==> config.mk <==
export PLATFORM = sky130hd
export DESIGN_NAME = elevator_ctrl_param_flat
export DESIGN_NICKNAME = d
export VERILOG_FILES = /design/src/rtl/elevator_ctrl_param_if.sv /design/src/rtl/elevator_ctrl_param.sv /design/src/flat_wrapper.sv
export SDC_FILE = /design/constraint.sdc
export NUM_CORES = 1
export LEC_CHECK = 0
export CAP_MARGIN = 25
export CORE_MARGIN = 1.5
export CORE_UTILIZATION = 46
export CTS_CLUSTER_SIZE = 25
export DETAILED_ROUTE_END_ITERATION = 10
export DONT_BUFFER_PORTS = 1
export MAX_ROUTING_LAYER = met4
export PLACE_DENSITY = 0.63
export SYNTH_ARGS = -nofsm -noshare
export SYNTH_HDL_FRONTEND = slang
export SYNTH_SLANG_ARGS = --single-unit
==> constraint.sdc <==
create_clock -name clk -period 2.28 [get_ports clk]
set_input_delay 0.456 -clock clk [delete_from_list [all_inputs] [get_ports clk]]
set_output_delay 0.456 -clock clk [all_outputs]
set_load 0.05 [all_outputs]
==> src/rtl/elevator_ctrl_param_if.sv <==
// Car controller bus: call/door buttons in, car status out.
interface elevator_ctrl_param_if #(
  parameter int FLOORS  = 8,
  parameter int FLOOR_W = 3
);
  logic [FLOORS-1:0]  req;
  logic               inopen;
  logic               inclose;
  logic               open;
  logic               close;
  logic               up;
  logic               down;
  logic [FLOOR_W-1:0] y;
  logic [FLOORS-1:0]  pending;

  modport master (output req, inopen, inclose,
                  input  open, close, up, down, y, pending);
  modport slave  (input  req, inopen, inclose,
                  output open, close, up, down, y, pending);
endinterface

==> src/rtl/elevator_ctrl_param.sv <==
// Single-car SCAN controller: latches floor calls, times travel and door dwell.
module elevator_ctrl_param #(
  parameter int FLOORS      = 8,
  parameter int FLOOR_W     = 3,
  parameter int MOVE_CYCLES = 4,
  parameter int DOOR_CYCLES = 8
) (
  input logic clk,
  input logic rst,
  elevator_ctrl_param_if.slave bus
);
  typedef enum logic [1:0] {IDLE, DOOR, MOVE_UP, MOVE_DOWN} state_t;
  typedef enum logic {DIR_DN, DIR_UP} dir_t;

  localparam int MW = (MOVE_CYCLES > 1) ? $clog2(MOVE_CYCLES) : 1;
  localparam int DW = $clog2(DOOR_CYCLES);
  localparam logic [MW-1:0] MOVE_LAST = MW'(MOVE_CYCLES - 1);
  localparam logic [DW-1:0] DOOR_LOAD = DW'(DOOR_CYCLES - 1);
  localparam logic [FLOOR_W-1:0] TOP  = FLOOR_W'(FLOORS - 1);

  state_t             state, state_n;
  dir_t               dir, dir_n;
  logic [FLOOR_W-1:0] y, y_n;
  logic [FLOORS-1:0]  pending, pending_n, latch, arrive_clr;
  logic [MW-1:0]      mcnt, mcnt_n;
  logic [DW-1:0]      dcnt, dcnt_n;
  logic               above, below, here_req;

  always_comb begin
    above = 1'b0;
    below = 1'b0;
    for (int i = 0; i < FLOORS; i++) begin
      if (pending[i] && i > int'(y)) above = 1'b1;
      if (pending[i] && i < int'(y)) below = 1'b1;
    end
  end

  assign here_req = bus.req[y];

  always_comb begin
    state_n    = state;
    dir_n      = dir;
    y_n        = y;
    mcnt_n     = mcnt;
    dcnt_n     = dcnt;
    latch      = bus.req;
    arrive_clr = '0;
    case (state)
      IDLE: begin
        // a call at the current landing is served by the door, not queued
        latch[y] = 1'b0;
        if (here_req || bus.inopen) begin
          state_n = DOOR;
          dcnt_n  = DOOR_LOAD;
        end else if (above && (dir == DIR_UP || !below)) begin
          state_n = MOVE_UP;
          dir_n   = DIR_UP;
          mcnt_n  = '0;
        end else if (below) begin
          state_n = MOVE_DOWN;
          dir_n   = DIR_DN;
          mcnt_n  = '0;
        end
      end
      DOOR: begin
        latch[y] = 1'b0;
        if (bus.inopen || here_req) begin
          dcnt_n = DOOR_LOAD;
        end else if (bus.inclose || dcnt == '0) begin
          state_n = IDLE;
          dcnt_n  = '0;
        end else begin
          dcnt_n = dcnt - 1'b1;
        end
      end
      MOVE_UP, MOVE_DOWN: begin
        if (mcnt == MOVE_LAST) begin
          mcnt_n = '0;
          y_n    = (state == MOVE_UP) ? y + 1'b1 : y - 1'b1;
          // arrival clear beats a same-edge call for the new floor
          if (pending[y_n]) begin
            arrive_clr[y_n] = 1'b1;
            state_n         = DOOR;
            dcnt_n          = DOOR_LOAD;
          end else if (pending == '0 ||
                       (state == MOVE_UP   && y_n == TOP) ||
                       (state == MOVE_DOWN && y_n == '0)) begin
            state_n = IDLE;
          end
        end else begin
          mcnt_n = mcnt + 1'b1;
        end
      end
      default: state_n = IDLE;
    endcase
    pending_n = (pending | latch) & ~arrive_clr;
  end

  always_ff @(posedge clk or posedge rst) begin
    if (rst) begin
      state   <= IDLE;
      dir     <= DIR_UP;
      y       <= '0;
      pending <= '0;
      mcnt    <= '0;
      dcnt    <= '0;
    end else begin
      state   <= state_n;
      dir     <= dir_n;
      y       <= y_n;
      pending <= pending_n;
      mcnt    <= mcnt_n;
      dcnt    <= dcnt_n;
    end
  end

  assign bus.open    = (state == DOOR);
  assign bus.close   = (state != DOOR);
  assign bus.up      = (state == MOVE_UP);
  assign bus.down    = (state == MOVE_DOWN);
  assign bus.y       = y;
  assign bus.pending = pending;
endmodule

==> src/flat_wrapper.sv <==
// flat-port wrapper written by rule: the top's interface ports become plain ports
module elevator_ctrl_param_flat 
#(
  parameter int FLOORS      = 8,
  parameter int FLOOR_W     = 3,
  parameter int MOVE_CYCLES = 4,
  parameter int DOOR_CYCLES = 8
)
  (clk, rst, bus_req, bus_inopen, bus_inclose, bus_open, bus_close, bus_up, bus_down, bus_y, bus_pending);
  elevator_ctrl_param_if #(.FLOORS(FLOORS), .FLOOR_W(FLOOR_W)) bus_i ();
  input logic clk;
  input logic rst;
  input wire logic [$bits(bus_i.req)-1:0] bus_req;
  input wire logic [$bits(bus_i.inopen)-1:0] bus_inopen;
  input wire logic [$bits(bus_i.inclose)-1:0] bus_inclose;
  output wire logic [$bits(bus_i.open)-1:0] bus_open;
  output wire logic [$bits(bus_i.close)-1:0] bus_close;
  output wire logic [$bits(bus_i.up)-1:0] bus_up;
  output wire logic [$bits(bus_i.down)-1:0] bus_down;
  output wire logic [$bits(bus_i.y)-1:0] bus_y;
  output wire logic [$bits(bus_i.pending)-1:0] bus_pending;
  assign bus_i.req = bus_req;
  assign bus_i.inopen = bus_inopen;
  assign bus_i.inclose = bus_inclose;
  assign bus_open = bus_i.open;
  assign bus_close = bus_i.close;
  assign bus_up = bus_i.up;
  assign bus_down = bus_i.down;
  assign bus_y = bus_i.y;
  assign bus_pending = bus_i.pending;
  elevator_ctrl_param #(.FLOORS(FLOORS), .FLOOR_W(FLOOR_W), .MOVE_CYCLES(MOVE_CYCLES), .DOOR_CYCLES(DOOR_CYCLES)) u_core (.clk(clk), .rst(rst), .bus(bus_i));
endmodule
==> impl_metrics.toml <==
[detailed_routing]
wl_um = 4460
wire_per_inst_um = 17.5
vias = 1539
drt-initial-drc-count = 151
drc_errors = 0
avgViaCountPerCell = 6.04
first_pass_iters = 4
drtAntennaViolNets = 0

[cells_and_area]
drive_above_1_share = 0.351
final_common_cell = "buf_4"
area_growth_pct = 32.0
nets = 233
utilization = 0.654
fill_cells = 265
antennaDiodeCount = 0
final_cell_mix = "buf_4, a21oi_1, dfrtp_1, inv_1, nand2_1"
finalInstanceArea_sq_um = 2030
fin_cells = 255

[setup_path]
worst_setup_path_end_kind = "flip-flop"
reg2reg_to = "u_core.dcnt[2]"
cp.arrival_ps = 2550
path_common_cell = "a22o_1"
cp_max_fo = 6
cp_cell_sequence = "ha_2, ha_4, nor4b_1, a31o_1, a22o_1, a221oi_4, o22ai_2, a22o_1"
worst-setup-path-type = "flip-flop to flip-flop"
r2r_setup_slack_ps = -70
required_ps = 2480
r2r_cells = 8
r2r_start = "u_core.bus.y[0]"
slowest_stage = "dfrtp_2"
crit_path_max_incr_delay_ps = 450
start_kind = "flip-flop"

[sta]
report.final.slew_viol_count = 0
fin_crit_sh = 1.03
tightest_slew_ps = 766
rsz0062_at_grt = "true"
skew_ps = 2.62
fmax_mhz = 425
fin_ws_ps = -73.9
slew_headroom = 0.489
setup_viol = 7
finalHoldViolations = 0
fin_tns_setup_ps = -378
period_minus_slack_ps = 2350

[floorplanning]
core_area_sq_um = 3100
rows = 20
die_w_um = 60.8
ios = 27
dieHeight_um = 60.8
die-area_sq_um = 3700
start_util = 0.495

[grt]
grt_first_pass_wirelength_um = 6660
grt_usage = 0.253
grt_pass1_vias = 1491
grt_max_degree = 23
grt_overflow = 0
grt_antenna_before_repair = 0

[clocking]
cts_hold_buf = 0
clk_pin_slew_ps = 110
cts_tree = "done"
root_buffer = "clkbuf_4"
cts_buffers = 3
clockBufferDepth = 2
cts-htree-levels = 1
cts.sinks = 19
clkLatencyLatePin_ps = 300

[placed_design]
place.gp.congestion = 0.974
dp_hpwl_um = 3240
port_buffers = 0
dpl-instance-area_sq_um = 1830
dpl.cell_count = 244
post-place-ws_ps = -129

[synthesis]
syn_nets = 196
synth_top_cell_area_share = 0.293
synth_flop_cell = "dfrtp_1"
ys_ff_latch = 19
async_reset_ff_frac = 1.00
synth_edf_count = 0
syn_avg_cell_area_sq_um = 8.78
postSynthCellCount = 175
yosys-top-cells-area = "dfrtp_1, ha_1, a21oi_1, inv_1, o21ai_0"
yosysTopAreaCell = "dfrtp_1"
yosysWarnings = 0
yosysSeqAreaShare = 0.310
yosysUniqueCellTypes = 54
syn_area_sq_um = 1540

[power]
power_density_nw_per_um2 = 1640
peakVddDrop_mv = 1.11
p_leak_uw = 0.000847

[status]
status = "finished with violations"
violations = "negative setup slack"

[hold_path]
hold_class = "input pin to asynchronous set/reset pin"

[run]
drv_cap = 0
-- cell families (layout without fill, tap and decap cells) --
family                     count (synthesis)  count (layout)  share of synthesized area
AOI/OAI and AO/OA                         69              69                      0.329
muxes                                      5               5                     0.0383
xor gates and xnor gates                   3               3                     0.0171
and+or+nand+nor                           46              46                      0.160
DFF                                       19              19                      0.310
adders and majority gates                  9               9                     0.0733
buffers and inverters                     24              60                     0.0725
-- synthesized netlist by cell type (3+ instances only) --
library cell and count:
inv_1 15, nor2_1 10, a22o_1 4, o21a_1 4, a21o_1 3, nand2_1 12, mux2_2 3, clkbuf_1 3
nor2b_1 4, ha_1 9, buf_4 3, dfrtp_1 18, nand2b_1 3, nand3_1 5, a21oi_1 22, o31ai_1 3
o21ai_0 9
-- area by class of cell --
type / instances / area [sq um] / share of cell area
Clock buffer: 3 / 22.5 / 0.0111
Sequential cell: 19 / 479 / 0.236
Inverter: 15 / 62.6 / 0.0308
Clock inverter: 1 / 5.00 / 0.00247
Tap cell: 44 / 55.1 / 0.0271
Multi-Input combinational cell: 132 / 1080 / 0.532
Timing Repair Buffer: 41 / 324 / 0.160
-- through the flow --
step / power (uW) / hold slack, ps
floorplan: 2130 / 406
global route: 3520 / 206
CTS: 3090 / 179
global placement: 2700 / 474
detailed placement: 2750 / 489
finish: 3320 / 172
-- registers in the layout (all words and copies together), names as in the netlist --
register            flops
u_core.dir              1
u_core.dcnt             3
u_core.mcnt             2
u_core.state            2
u_core.bus.pending      8
u_core.bus.y            3
-- critical path, delay by kind of cell, from the launching register on --
family                     cells  cell delay [ps]
and+or+nand+nor                1               50
AOI/OAI and AO/OA              5             1260
DFF                            1              450
adders and majority gates      2              480
-- per-layer routing --
| layer | up-vias | part of all wire | global-route usage |
|---|---|---|---|
| li1 | 720 | - | - |
| met1 | 757 | 0.43 | 0.300 |
| met2 | 49 | 0.50 | 0.407 |
| met3 | 13 | 0.049 | 0.0576 |
| met4 | 0 | 0.028 | 0.118 |
| met5 | - | 0 | - |
-- power breakdown --
part           leakage, uW  internal, uW  switching [uW]
registers         0.000189           441             110
clock network    0.0000177          65.4             105
logic             0.000640          1110            1490
-- what timing repair did --
item / CTS / global route
setup endpoints to repair: 13 / 15
pin swaps: 6 / 6
buffers inserted: 3 / 4
gates resized for setup: 8 / 11
-- worst max path at each step --
stage | to | depth (start not counted) | from
floorplan | u_core.state[0] | 9 | u_core.bus.y[0]
global placement | u_core.state[0] | 8 | u_core.bus.y[0]
detailed placement | u_core.bus.pending[0] | 8 | u_core.bus.y[0]
CTS | u_core.dcnt[2] | 8 | u_core.bus.y[0]
global route | u_core.bus.pending[5] | 8 | u_core.bus.y[0]
finish | u_core.dcnt[2] | 8 | u_core.bus.y[0]
Power figures use the tool's default switching activity.
